<file path="src/rtl/mips_multicycle_control_if.sv">
// ---------------------------------------------------------------------------
// mips_multicycle_control_if
//   Bundle between the multicycle MIPS control unit and its datapath.
//   The control unit sits on the master side. It receives the IR opcode and
//   drives every datapath mux select and write enable, plus the Beq/Bne
//   strobes and the State debug bus. The datapath sits on the slave side.
//
//   Signals:
//     Opcode   IR[31:26], driven by the datapath
//     IorD     memory address select (PC / ALUOut)
//     MemWrite memory write enable
//     IRWrite  instruction register load
//     RegDst   register file destination select (rt / rd)
//     MemtoReg register file write data select (ALUOut / MDR)
//     RegWrite register file write enable
//     ALUSrcA  ALU A select (PC / reg A)
//     ALUSrcB  ALU B select (regB / 4 / ext imm / imm<<2)
//     ALUOp    ALU operation class (add / sub / funct / or)
//     PCSrc    next-PC select (ALU result / ALUOut / jump target)
//     PCWrite  unconditional PC write
//     Beq, Bne branch compare strobes to the branch-condition logic
//     State    current FSM state (debug/verification)
// ---------------------------------------------------------------------------
interface mips_multicycle_control_if;
  logic [5:0] Opcode;
  logic       IorD;
  logic       MemWrite;
  logic       IRWrite;
  logic       RegDst;
  logic       MemtoReg;
  logic       RegWrite;
  logic       ALUSrcA;
  logic [1:0] ALUSrcB;
  logic [1:0] ALUOp;
  logic [1:0] PCSrc;
  logic       PCWrite;
  logic       Beq;
  logic       Bne;
  logic [3:0] State;

  modport master (
    input  Opcode,
    output IorD, MemWrite, IRWrite, RegDst, MemtoReg, RegWrite,
           ALUSrcA, ALUSrcB, ALUOp, PCSrc, PCWrite, Beq, Bne, State
  );

  modport slave (
    output Opcode,
    input  IorD, MemWrite, IRWrite, RegDst, MemtoReg, RegWrite,
           ALUSrcA, ALUSrcB, ALUOp, PCSrc, PCWrite, Beq, Bne, State
  );
endinterface

</file>
<file path="src/rtl/mips_multicycle_control.sv">
// ---------------------------------------------------------------------------
// mips_multicycle_control
//   Moore FSM control unit for the multicycle MIPS core. Sequences
//   fetch / decode / execute / memory / writeback from the IR opcode and
//   drives every datapath select and write enable. The datapath forms its
//   PC enable as PCWrite | Branch. Branch comes back from the branch-condition
//   logic, which is qualified by the Beq/Bne strobes driven here.
//
//   Ports:
//     clk    system clock, rising edge
//     reset  asynchronous, active-low reset. Forces FETCH.
//     bus    control bundle (master side): Opcode in; all controls and
//            the State debug bus out
// ---------------------------------------------------------------------------
module mips_multicycle_control #(
  parameter logic [5:0] LW_OP   = 6'h23,
  parameter logic [5:0] SW_OP   = 6'h2B,
  parameter logic [5:0] RT_OP   = 6'h00,
  parameter logic [5:0] BEQ_OP  = 6'h04,
  parameter logic [5:0] BNE_OP  = 6'h05,
  parameter logic [5:0] ADDI_OP = 6'h08,
  parameter logic [5:0] ORI_OP  = 6'h0D,
  parameter logic [5:0] J_OP    = 6'h02
) (
  input  logic                          clk,
  input  logic                          reset,
  mips_multicycle_control_if.master     bus
);

  typedef enum logic [3:0] {
    FETCH   = 4'd0,
    DECODE  = 4'd1,
    MEMADR  = 4'd2,
    MEMRD   = 4'd3,
    MEMWB   = 4'd4,
    MEMWR   = 4'd5,
    EXEC    = 4'd6,
    ALUWB   = 4'd7,
    BEQ_S   = 4'd8,
    BNE_S   = 4'd9,
    ADDI_EX = 4'd10,
    ORI_EX  = 4'd11,
    IMMWB   = 4'd12,
    JUMP    = 4'd13,
    ILL14   = 4'd14,
    ILL15   = 4'd15
  } state_t;

  // Instruction class recovered from the opcode. Unknown opcodes fall into
  // INS_NOP and retire straight back to FETCH.
  typedef enum logic [2:0] {
    INS_NOP,
    INS_MEM,
    INS_RTYPE,
    INS_BEQ,
    INS_BNE,
    INS_ADDI,
    INS_ORI,
    INS_JUMP
  } ins_class_t;

  state_t     state;
  state_t     next_state;
  ins_class_t ins_class;
  logic       is_store;

  logic       iord;
  logic       mem_write;
  logic       ir_write;
  logic       reg_dst;
  logic       mem_to_reg;
  logic       reg_write;
  logic       alu_src_a;
  logic [1:0] alu_src_b;
  logic [1:0] alu_op;
  logic [1:0] pc_src;
  logic       pc_write;
  logic       beq;
  logic       bne;

  // Classify the opcode. Only DECODE and MEMADR act on the result.
  // In all other states the opcode is ignored.
  always_comb begin
    ins_class = INS_NOP;
    unique case (bus.Opcode)
      LW_OP, SW_OP: ins_class = INS_MEM;
      RT_OP:        ins_class = INS_RTYPE;
      BEQ_OP:       ins_class = INS_BEQ;
      BNE_OP:       ins_class = INS_BNE;
      ADDI_OP:      ins_class = INS_ADDI;
      ORI_OP:       ins_class = INS_ORI;
      J_OP:         ins_class = INS_JUMP;
      default:      ins_class = INS_NOP;
    endcase
  end

  // MEMADR looks at the opcode again. Only an exact store opcode selects
  // the write path. Anything else there is handled as a load.
  assign is_store = (bus.Opcode == SW_OP);

  // State register. Reset drops the FSM into FETCH without waiting for a
  // clock edge.
  always_ff @(posedge clk or negedge reset) begin
    if (!reset) begin
      state <= FETCH;
    end else begin
      state <= next_state;
    end
  end

  // Next-state logic. The default return to FETCH covers every
  // single-exit state and the two unused encodings.
  always_comb begin
    next_state = FETCH;
    unique case (state)
      FETCH:  next_state = DECODE;
      DECODE: begin
        unique case (ins_class)
          INS_MEM:   next_state = MEMADR;
          INS_RTYPE: next_state = EXEC;
          INS_BEQ:   next_state = BEQ_S;
          INS_BNE:   next_state = BNE_S;
          INS_ADDI:  next_state = ADDI_EX;
          INS_ORI:   next_state = ORI_EX;
          INS_JUMP:  next_state = JUMP;
          default:   next_state = FETCH;
        endcase
      end
      MEMADR:  next_state = is_store ? MEMWR : MEMRD;
      MEMRD:   next_state = MEMWB;
      EXEC:    next_state = ALUWB;
      ADDI_EX: next_state = IMMWB;
      ORI_EX:  next_state = IMMWB;
      default: next_state = FETCH;
    endcase
  end

  // Moore outputs. Each is a function of the state register only.
  // Everything defaults to 0, so each state lists only the signals it
  // asserts.
  // The two branch states drive the subtract compare and select ALUOut
  // (the target computed in DECODE) as the next PC. The PC load itself
  // comes from Branch, so PCWrite stays low there.
  always_comb begin
    iord       = 1'b0;
    mem_write  = 1'b0;
    ir_write   = 1'b0;
    reg_dst    = 1'b0;
    mem_to_reg = 1'b0;
    reg_write  = 1'b0;
    alu_src_a  = 1'b0;
    alu_src_b  = 2'b00;
    alu_op     = 2'b00;
    pc_src     = 2'b00;
    pc_write   = 1'b0;
    beq        = 1'b0;
    bne        = 1'b0;
    unique case (state)
      FETCH: begin
        ir_write  = 1'b1;
        pc_write  = 1'b1;
        alu_src_b = 2'b01;
      end
      DECODE: begin
        alu_src_b = 2'b11;
      end
      MEMADR: begin
        alu_src_a = 1'b1;
        alu_src_b = 2'b10;
      end
      MEMRD: begin
        iord = 1'b1;
      end
      MEMWB: begin
        mem_to_reg = 1'b1;
        reg_write  = 1'b1;
      end
      MEMWR: begin
        iord      = 1'b1;
        mem_write = 1'b1;
      end
      EXEC: begin
        alu_src_a = 1'b1;
        alu_op    = 2'b10;
      end
      ALUWB: begin
        reg_dst   = 1'b1;
        reg_write = 1'b1;
      end
      BEQ_S: begin
        alu_src_a = 1'b1;
        alu_op    = 2'b01;
        pc_src    = 2'b01;
        beq       = 1'b1;
      end
      BNE_S: begin
        alu_src_a = 1'b1;
        alu_op    = 2'b01;
        pc_src    = 2'b01;
        bne       = 1'b1;
      end
      ADDI_EX: begin
        alu_src_a = 1'b1;
        alu_src_b = 2'b10;
      end
      ORI_EX: begin
        alu_src_a = 1'b1;
        alu_src_b = 2'b10;
        alu_op    = 2'b11;
      end
      IMMWB: begin
        reg_write = 1'b1;
      end
      JUMP: begin
        pc_src   = 2'b10;
        pc_write = 1'b1;
      end
      default: begin
      end
    endcase
  end

  assign bus.IorD     = iord;
  assign bus.MemWrite = mem_write;
  assign bus.IRWrite  = ir_write;
  assign bus.RegDst   = reg_dst;
  assign bus.MemtoReg = mem_to_reg;
  assign bus.RegWrite = reg_write;
  assign bus.ALUSrcA  = alu_src_a;
  assign bus.ALUSrcB  = alu_src_b;
  assign bus.ALUOp    = alu_op;
  assign bus.PCSrc    = pc_src;
  assign bus.PCWrite  = pc_write;
  assign bus.Beq      = beq;
  assign bus.Bne      = bne;
  assign bus.State    = state;

endmodule

</file>
<file path="src/flat_wrapper.sv">
// flat-port wrapper written by rule: the top's interface ports become plain ports
module mips_multicycle_control_flat 
#(
  parameter logic [5:0] LW_OP   = 6'h23,
  parameter logic [5:0] SW_OP   = 6'h2B,
  parameter logic [5:0] RT_OP   = 6'h00,
  parameter logic [5:0] BEQ_OP  = 6'h04,
  parameter logic [5:0] BNE_OP  = 6'h05,
  parameter logic [5:0] ADDI_OP = 6'h08,
  parameter logic [5:0] ORI_OP  = 6'h0D,
  parameter logic [5:0] J_OP    = 6'h02
)
  (clk, reset, bus_Opcode, bus_IorD, bus_MemWrite, bus_IRWrite, bus_RegDst, bus_MemtoReg, bus_RegWrite, bus_ALUSrcA, bus_ALUSrcB, bus_ALUOp, bus_PCSrc, bus_PCWrite, bus_Beq, bus_Bne, bus_State);
  mips_multicycle_control_if bus_i ();
  input  logic clk;
  input  logic reset;
  input wire logic [$bits(bus_i.Opcode)-1:0] bus_Opcode;
  output wire logic [$bits(bus_i.IorD)-1:0] bus_IorD;
  output wire logic [$bits(bus_i.MemWrite)-1:0] bus_MemWrite;
  output wire logic [$bits(bus_i.IRWrite)-1:0] bus_IRWrite;
  output wire logic [$bits(bus_i.RegDst)-1:0] bus_RegDst;
  output wire logic [$bits(bus_i.MemtoReg)-1:0] bus_MemtoReg;
  output wire logic [$bits(bus_i.RegWrite)-1:0] bus_RegWrite;
  output wire logic [$bits(bus_i.ALUSrcA)-1:0] bus_ALUSrcA;
  output wire logic [$bits(bus_i.ALUSrcB)-1:0] bus_ALUSrcB;
  output wire logic [$bits(bus_i.ALUOp)-1:0] bus_ALUOp;
  output wire logic [$bits(bus_i.PCSrc)-1:0] bus_PCSrc;
  output wire logic [$bits(bus_i.PCWrite)-1:0] bus_PCWrite;
  output wire logic [$bits(bus_i.Beq)-1:0] bus_Beq;
  output wire logic [$bits(bus_i.Bne)-1:0] bus_Bne;
  output wire logic [$bits(bus_i.State)-1:0] bus_State;
  assign bus_i.Opcode = bus_Opcode;
  assign bus_IorD = bus_i.IorD;
  assign bus_MemWrite = bus_i.MemWrite;
  assign bus_IRWrite = bus_i.IRWrite;
  assign bus_RegDst = bus_i.RegDst;
  assign bus_MemtoReg = bus_i.MemtoReg;
  assign bus_RegWrite = bus_i.RegWrite;
  assign bus_ALUSrcA = bus_i.ALUSrcA;
  assign bus_ALUSrcB = bus_i.ALUSrcB;
  assign bus_ALUOp = bus_i.ALUOp;
  assign bus_PCSrc = bus_i.PCSrc;
  assign bus_PCWrite = bus_i.PCWrite;
  assign bus_Beq = bus_i.Beq;
  assign bus_Bne = bus_i.Bne;
  assign bus_State = bus_i.State;
  mips_multicycle_control #(.LW_OP(LW_OP), .SW_OP(SW_OP), .RT_OP(RT_OP), .BEQ_OP(BEQ_OP), .BNE_OP(BNE_OP), .ADDI_OP(ADDI_OP), .ORI_OP(ORI_OP), .J_OP(J_OP)) u_core (.clk(clk), .reset(reset), .bus(bus_i));
endmodule
</file>
<file path="config.mk">
export PLATFORM = sky130hd
export DESIGN_NAME = mips_multicycle_control_flat
export DESIGN_NICKNAME = d
export VERILOG_FILES = /design/src/rtl/mips_multicycle_control_if.sv /design/src/rtl/mips_multicycle_control.sv /design/src/flat_wrapper.sv
export SDC_FILE = /design/constraint.sdc
export NUM_CORES = 1
export LEC_CHECK = 0
export BUFFER_PORTS_ARGS = -buffer_cell sky130_fd_sc_hd__clkbuf_2
export CAP_MARGIN = 30
export CORE_AREA = 2 2 39 41
export CTS_CLUSTER_DIAMETER = 40
export DETAILED_ROUTE_END_ITERATION = 10
export DIE_AREA = 0 0 41 43
export GPL_TIMING_DRIVEN = 0
export HOLD_SLACK_MARGIN = 0.15
export MAX_ROUTING_LAYER = met4
export PLACE_DENSITY = 0.75
export SYNTH_ARGS = -nofsm -noshare
export SYNTH_HDL_FRONTEND = slang
export SYNTH_SLANG_ARGS = --single-unit
</file>
<file path="constraint.sdc">
create_clock -name clk -period 1.6 [get_ports clk]
set_input_delay 0.16 -clock clk [delete_from_list [all_inputs] [get_ports clk]]
set_output_delay 0.16 -clock clk [all_outputs]
set_load 0.005 [all_outputs]
</file>
==> flow_metrics.env, run 1 <==
export IMPL_status="finished clean"
export IMPL_syn_inst=77
export IMPL_route_detailed_wl_per_inst_um=11.69
export IMPL_dieWidth_um=41
export IMPL_met3_usage=0.04188
export IMPL_pwr_density_cell_mw_per_mm2=1136
export IMPL_final_cell_area_um2=835.8
export IMPL_seq_area_frac_synth=0.1766
export IMPL_path_cells="clkbuf_8 -> or2_4 -> or4_4 -> o31a_1 -> ha_2 -> o311ai_4 -> a221oi_2"
export IMPL_h_tree_depth=1
export IMPL_dr_pass1_iters=4
export IMPL_cpMaxStageDelayCell="or4_4"
export IMPL_slew_violations=0
export IMPL_antenna_cells=0
export IMPL_synth_edf_count=0
export IMPL_worst_path_max_fanout=6
export IMPL_avgSynthCellArea_um2=7.361
export IMPL_fmax_ghz=0.6429
export IMPL_cts_tree="built"
export IMPL_synth_area_top_cells="dfrtp_1 (18%), nor2_1 (9.3%), ha_1 (6.6%)"
export IMPL_ir_worst_vdd_mv=0.4481
export IMPL_synth_top_area_cell="dfrtp_1"
export IMPL_dp_hpwl_um=1071
export IMPL_largest_reg_flops=4
export IMPL_layout_drive_gt1_share=0.4545
export IMPL_start_util=0.4096
export IMPL_root_buffer="clkbuf_4"
export IMPL_io_pins=28
export IMPL_period_needed_ns=1.555
export IMPL_clkTransAtPathRegs_ns=0.04
export IMPL_gp_congestion=0.7253
export IMPL_critPathLaunchType="primary input"
export IMPL_num_vias=687
export IMPL_hold_viol_final=0
export IMPL_drc=0
export IMPL_hp_class="in2async"
export IMPL_cts_sinks=4
export IMPL_grt_use_met2=0.3063
export IMPL_crit_type="in2reg"
export IMPL_crit_path_end_kind="register"
export IMPL_grtUsageMet1=0.1903
export IMPL_fin_nets=123
export IMPL_timing_max_cap_violations=0
export IMPL_cp_top_family="simple AND/OR/NAND/NOR gates"
export IMPL_fin_util=0.6040
export IMPL_critPathBufInv=1
export IMPL_coreArea_mm2=0.001384
export IMPL_clkLatencyLatePin_ns=0.24
export IMPL_syn_num_nets=88
export IMPL_worstMarginPinSlew_ns=0.4062
export IMPL_async_flop_share=1.000
export IMPL_port_buffers=26
export IMPL_ant_nets=0
export IMPL_rsz0062_at_grt="yes"
export IMPL_crit_arrival_ns=1.66
export IMPL_drt_initial_drc_count=9
export IMPL_setup_violations_final=0
export IMPL_yosys_warnings=0
export IMPL_ctsLongestPathBuffers=2
export IMPL_relSlewSlack=0.7267
export IMPL_ys_seq_elements=4
export IMPL_die_h_um=43
export IMPL_rows=14
export IMPL_wirelength_um=1473
export IMPL_viasPerCell=5.452
export IMPL_dp_slack_ns=-0.3514
export IMPL_setup_ws_ns=0.04452
export IMPL_areaGrowthSynthToFinish_pct=47.46
export IMPL_nFillCells=121
export IMPL_power_leakage_nw=0.3864
export IMPL_place_area_um2=726.9
export IMPL_grt_pass1_vias=566
export IMPL_grt_busiest_layer="met2"
export IMPL_yosysUniqueCellTypes=34
export IMPL_synth_top_cell_area_share=0.1766
export IMPL_fin_crit_sh=0.9722
export IMPL_cts_buffers=3
export IMPL_slowest_delay_ns=0.42
export IMPL_antenna_found_initial=0
export IMPL_grt_max_degree=11
export IMPL_synth_flop_cell="dfrtp_1"
export IMPL_cp_required_ns=1.70
export IMPL_syn_area_um2=566.8
export IMPL_fp_dieArea_mm2=0.001763
export IMPL_grt_pass1_wl_um=2208
export IMPL_skew_ns=0.003830
export IMPL_track_usage=0.1833
export IMPL_grt_overflow=0
-- metal layers --
metal,share of wire,vias to the layer above
met5,0,-
met4,0.0081,0
met3,0.064,2
met2,0.53,30
met1,0.39,310
li1,-,345
-- layout by cell type (no fill, tap or decap), types with 2 or more instances in the layout --
| master | n |
|---|---|
| clkbuf_8 | 2 |
| o31ai_1 | 2 |
| buf_4 | 5 |
| clkbuf_4 | 3 |
| nor2_1 | 14 |
| a21oi_1 | 4 |
| nand2_1 | 4 |
| nor3_1 | 4 |
| xnor2_1 | 2 |
| dfrtp_1 | 4 |
| nand3_1 | 2 |
| o21ai_0 | 5 |
| ha_2 | 3 |
| clkbuf_2 | 25 |
| o31a_1 | 2 |
| nor4b_1 | 2 |
| nand2b_1 | 4 |
-- stage by stage --
stage / hold slack, ns / total power [mW] / setup TNS (ns) / cells
4_1_cts: 0.2564 / 0.9008 / 0 / 124
6_report: 0.2611 / 0.9497 / 0 / 126
3_3_place_gp: -0.03563 / 0.7298 / -0.7984 / 119
2_1_floorplan: -0.1356 / 0.5322 / -0.06134 / 77
5_1_grt: 0.2723 / 1.056 / -0.1149 / 126
3_5_place_dp: -0.03423 / 0.7454 / -0.9472 / 119
-- where the power goes --
part / switching, mW / internal, mW / leakage, nW
Combinational: 0.340 / 0.315 / 0.320
Sequential: 0.0395 / 0.131 / 0.0529
Clock: 0.0406 / 0.0838 / 0.0138
-- area by class of cell --
class                   instances  area (um2)  share of cell area
multi-input cells              66       465.4              0.5569
repair buffers                 30       180.2              0.2156
flip-flops and latches          4       100.1              0.1198
plain buffers                   5       36.28             0.04341
clock buffers                   3       22.52             0.02695
well taps                      16       20.02             0.02395
inverters                       2       11.26             0.01347
-- worst paths after layout --
kind,end,from,cells past startpoint,slack [ns]
max,u_core.bus.State[0],bus_Opcode[3],7,0.04
min,u_core.bus.State[3],reset,2,0.26
max reg2reg,u_core.bus.State[0],u_core.bus.State[1],5,0.29
min reg2reg,u_core.bus.State[1],u_core.bus.State[1],3,0.66
max in group asynchronous,u_core.bus.State[1],reset,2,1.22
min in group clk,u_core.bus.State[2],bus_Opcode[0],4,0.38
-- repair_timing --
item | CTS | global route
setup buffers | 1 | 2
gates resized for setup | 9 | 8
setup endpoints to repair | 5 | 6
pin swaps | 5 | 1
endpoints found under the hold margin | 4 | 0
cloned | 0 | 0
hold buffers | 1 | 0
-- synthesized netlist by cell type, drive strengths merged, types with 2 or more instances --
cell type and instances:
nand2 4, buf 4, nand3 2, inv 2, ha 3, nand2b 5, nor2 14, o21ai 5
o31a 2, or2 2, o31ai 3, dfrtp 4, a21oi 4, xnor2 2, nor3 4, nor4b 3
-- kinds of logic after synthesis --
kind of cell / share of synthesized area
muxes: 0.03753
AOI/OAI and AO/OA: 0.2274
buffers and inverters: 0.05078
DFF: 0.1766
xor gates and xnor gates: 0.03091
and+or+nand+nor: 0.4106
adders and majority gates: 0.06623
Power figures use the tool's default switching activity.
==> run 2: changes to the inputs <==
==> constraint.sdc (replaced) <==
create_clock -name clk -period 1.6 [get_ports clk]
set_input_delay 0.16 -clock clk [delete_from_list [all_inputs] [get_ports clk]]
set_output_delay 0.16 -clock clk [all_outputs]
set_load 0.01 [all_outputs]
==> flow_metrics.env, run 2 (synthesized netlist as in run 1, its figures left out) <==
export IMPL_slew_violations=0
export IMPL_cp_required_ns=1.44
export IMPL_dp_hpwl_um=1071
export IMPL_critPathBufInv=2
export IMPL_slowest_delay_ns=0.41
export IMPL_num_vias=681
export IMPL_antenna_cells=0
export IMPL_cts_buffers=3
export IMPL_cp_depth=4
export IMPL_place_inst=119
export IMPL_ant_nets=0
export IMPL_timing_max_cap_violations=0
export IMPL_pwr_density_cell_mw_per_mm2=1220
export IMPL_start_util=0.4096
export IMPL_p_total_mw=1.026
export IMPL_fin_util=0.6076
export IMPL_crit_type="reg2out"
export IMPL_grt_pass1_vias=566
export IMPL_gp_congestion=0.7253
export IMPL_ir_worst_vdd_mv=0.5486
export IMPL_period_needed_ns=1.577
export IMPL_path_cells="buf_4 -> mux2_2 -> nor2_1 -> clkbuf_2"
export IMPL_clkLatencyLatePin_ns=0.24
export IMPL_coreArea_mm2=0.001384
export IMPL_worstMarginPinSlew_ns=0.4414
export IMPL_crit_path_end_kind="output port"
export IMPL_largest_reg_flops=4
export IMPL_track_usage=0.1833
export IMPL_dieWidth_um=41
export IMPL_fin_setup_tns_ns=0
export IMPL_setup_violations_final=0
export IMPL_fin_crit_sh=0.9854
export IMPL_place_area_um2=726.9
export IMPL_die_h_um=43
export IMPL_viasPerCell=5.405
export IMPL_power_leakage_nw=0.3855
export IMPL_h_tree_depth=1
export IMPL_fin_nets=123
export IMPL_status="finished clean"
export IMPL_mostFrequentLayoutCell="clkbuf_2"
export IMPL_clkTransAtPathRegs_ns=0.04
export IMPL_final_cell_area_um2=840.8
export IMPL_antenna_found_initial=0
export IMPL_reg2regPathDepth=5
export IMPL_grt_max_degree=11
export IMPL_port_buffers=26
export IMPL_io_pins=28
export IMPL_wirelength_um=1531
export IMPL_areaGrowthSynthToFinish_pct=48.34
export IMPL_fmax_ghz=0.6342
export IMPL_crit_arrival_ns=1.42
export IMPL_cp_top_family="flip-flops"
export IMPL_layout_drive_gt1_share=0.4636
export IMPL_skew_ns=0.004315
export IMPL_relSlewSlack=0.7030
export IMPL_worst_path_max_fanout=10
export IMPL_grt_pass1_wl_um=2208
export IMPL_hold_viol_final=0
export IMPL_fp_dieArea_mm2=0.001763
export IMPL_ctsLongestPathBuffers=2
export IMPL_rsz0062_at_grt="yes"
export IMPL_drt_initial_drc_count=9
export IMPL_hp_class="in2async"
export IMPL_cts_sinks=4
export IMPL_dr_pass1_iters=4
export IMPL_root_buffer="clkbuf_4"
export IMPL_rows=14
export IMPL_cpMaxStageDelayCell="dfrtp_1"
export IMPL_layout_common_cells="clkbuf_2 (25), nor2_1 (14)"
export IMPL_grt_overflow=0
export IMPL_finalNonFillerCells=126
export IMPL_drc=0
export IMPL_critPathLaunchType="register"
export IMPL_route_detailed_wl_per_inst_um=12.15
export IMPL_cts_tree="built"
==> run 2: cell counts in the layout (fill, tap and decap cells not counted) <==
Identical to the previous run, type by type.
==> run 2: area by class of cell <==
| type | instances | area, um2 |
|---|---|---|
| plain buffers | 5 | 40.04 |
| clock buffers | 3 | 22.52 |
| fillers | 122 | 543.0 |
| inverters | 2 | 11.26 |
| multi-input cells | 66 | 465.4 |
| flip-flops and latches | 4 | 101.3 |
| well taps | 16 | 20.02 |
| repair buffers | 30 | 180.2 |
==> run 2: path summary, 6_finish.rpt <==
| check | startpoint | slack (ns) | end |
|---|---|---|---|
| setup / recovery | u_core.bus.State[0] | 0.02 | bus_ALUOp[1] |
| hold / removal | reset | 0.26 | u_core.bus.State[3] |
| setup reg to reg | u_core.bus.State[1] | 0.33 | u_core.bus.State[0] |
| hold reg to reg | u_core.bus.State[1] | 0.68 | u_core.bus.State[1] |
| max in group asynchronous | reset | 1.21 | u_core.bus.State[2] |
| min in group clk | bus_Opcode[0] | 0.37 | u_core.bus.State[2] |
==> run 2: worst register-to-register path, stage by stage, from the launching register on <==
cell and delay (ns):
dfrtp_1 0.42, buf_6 0.17, clkinvlp_4 0.11, buf_4 0.14
o311ai_4 0.08, a221oi_2 0.25
==> run 2: routing by layer <==
| metal | wire [um] | track usage |
|---|---|---|
| met1 | 644 | 0.1903 |
| met2 | 799 | 0.3063 |
| met3 | 69 | 0.04188 |
| met4 | 17 | 0.08667 |
| met5 | 0 | - |
==> run 2: through the flow <==
| step | worst slack [ns] | hold WS, ns |
|---|---|---|
| floorplan | -0.06131 | -0.1356 |
| detailed placement | -0.3514 | -0.03423 |
| global placement | -0.2890 | -0.03563 |
| finish | 0.02332 | 0.2596 |
| CTS | 0.006751 | 0.2564 |
| global route | -0.04509 | 0.2723 |
==> run 2: report_power, final <==
part	leakage (nW)	internal (mW)	switching (mW)	total, mW
sequential	0.0513	0.133	0.0437	0.176
clock	0.0138	0.0838	0.0406	0.124
combinational	0.320	0.323	0.402	0.725
total	0.386	0.540	0.486	1.03
==> run 2: timing repair <==
item,4_1_cts,5_1_grt
gates resized for setup,9,11
setup endpoints to repair,5,8
pin swaps,5,2
hold buffers,1,0
buffers inserted,1,2
hold endpoints to repair,4,0
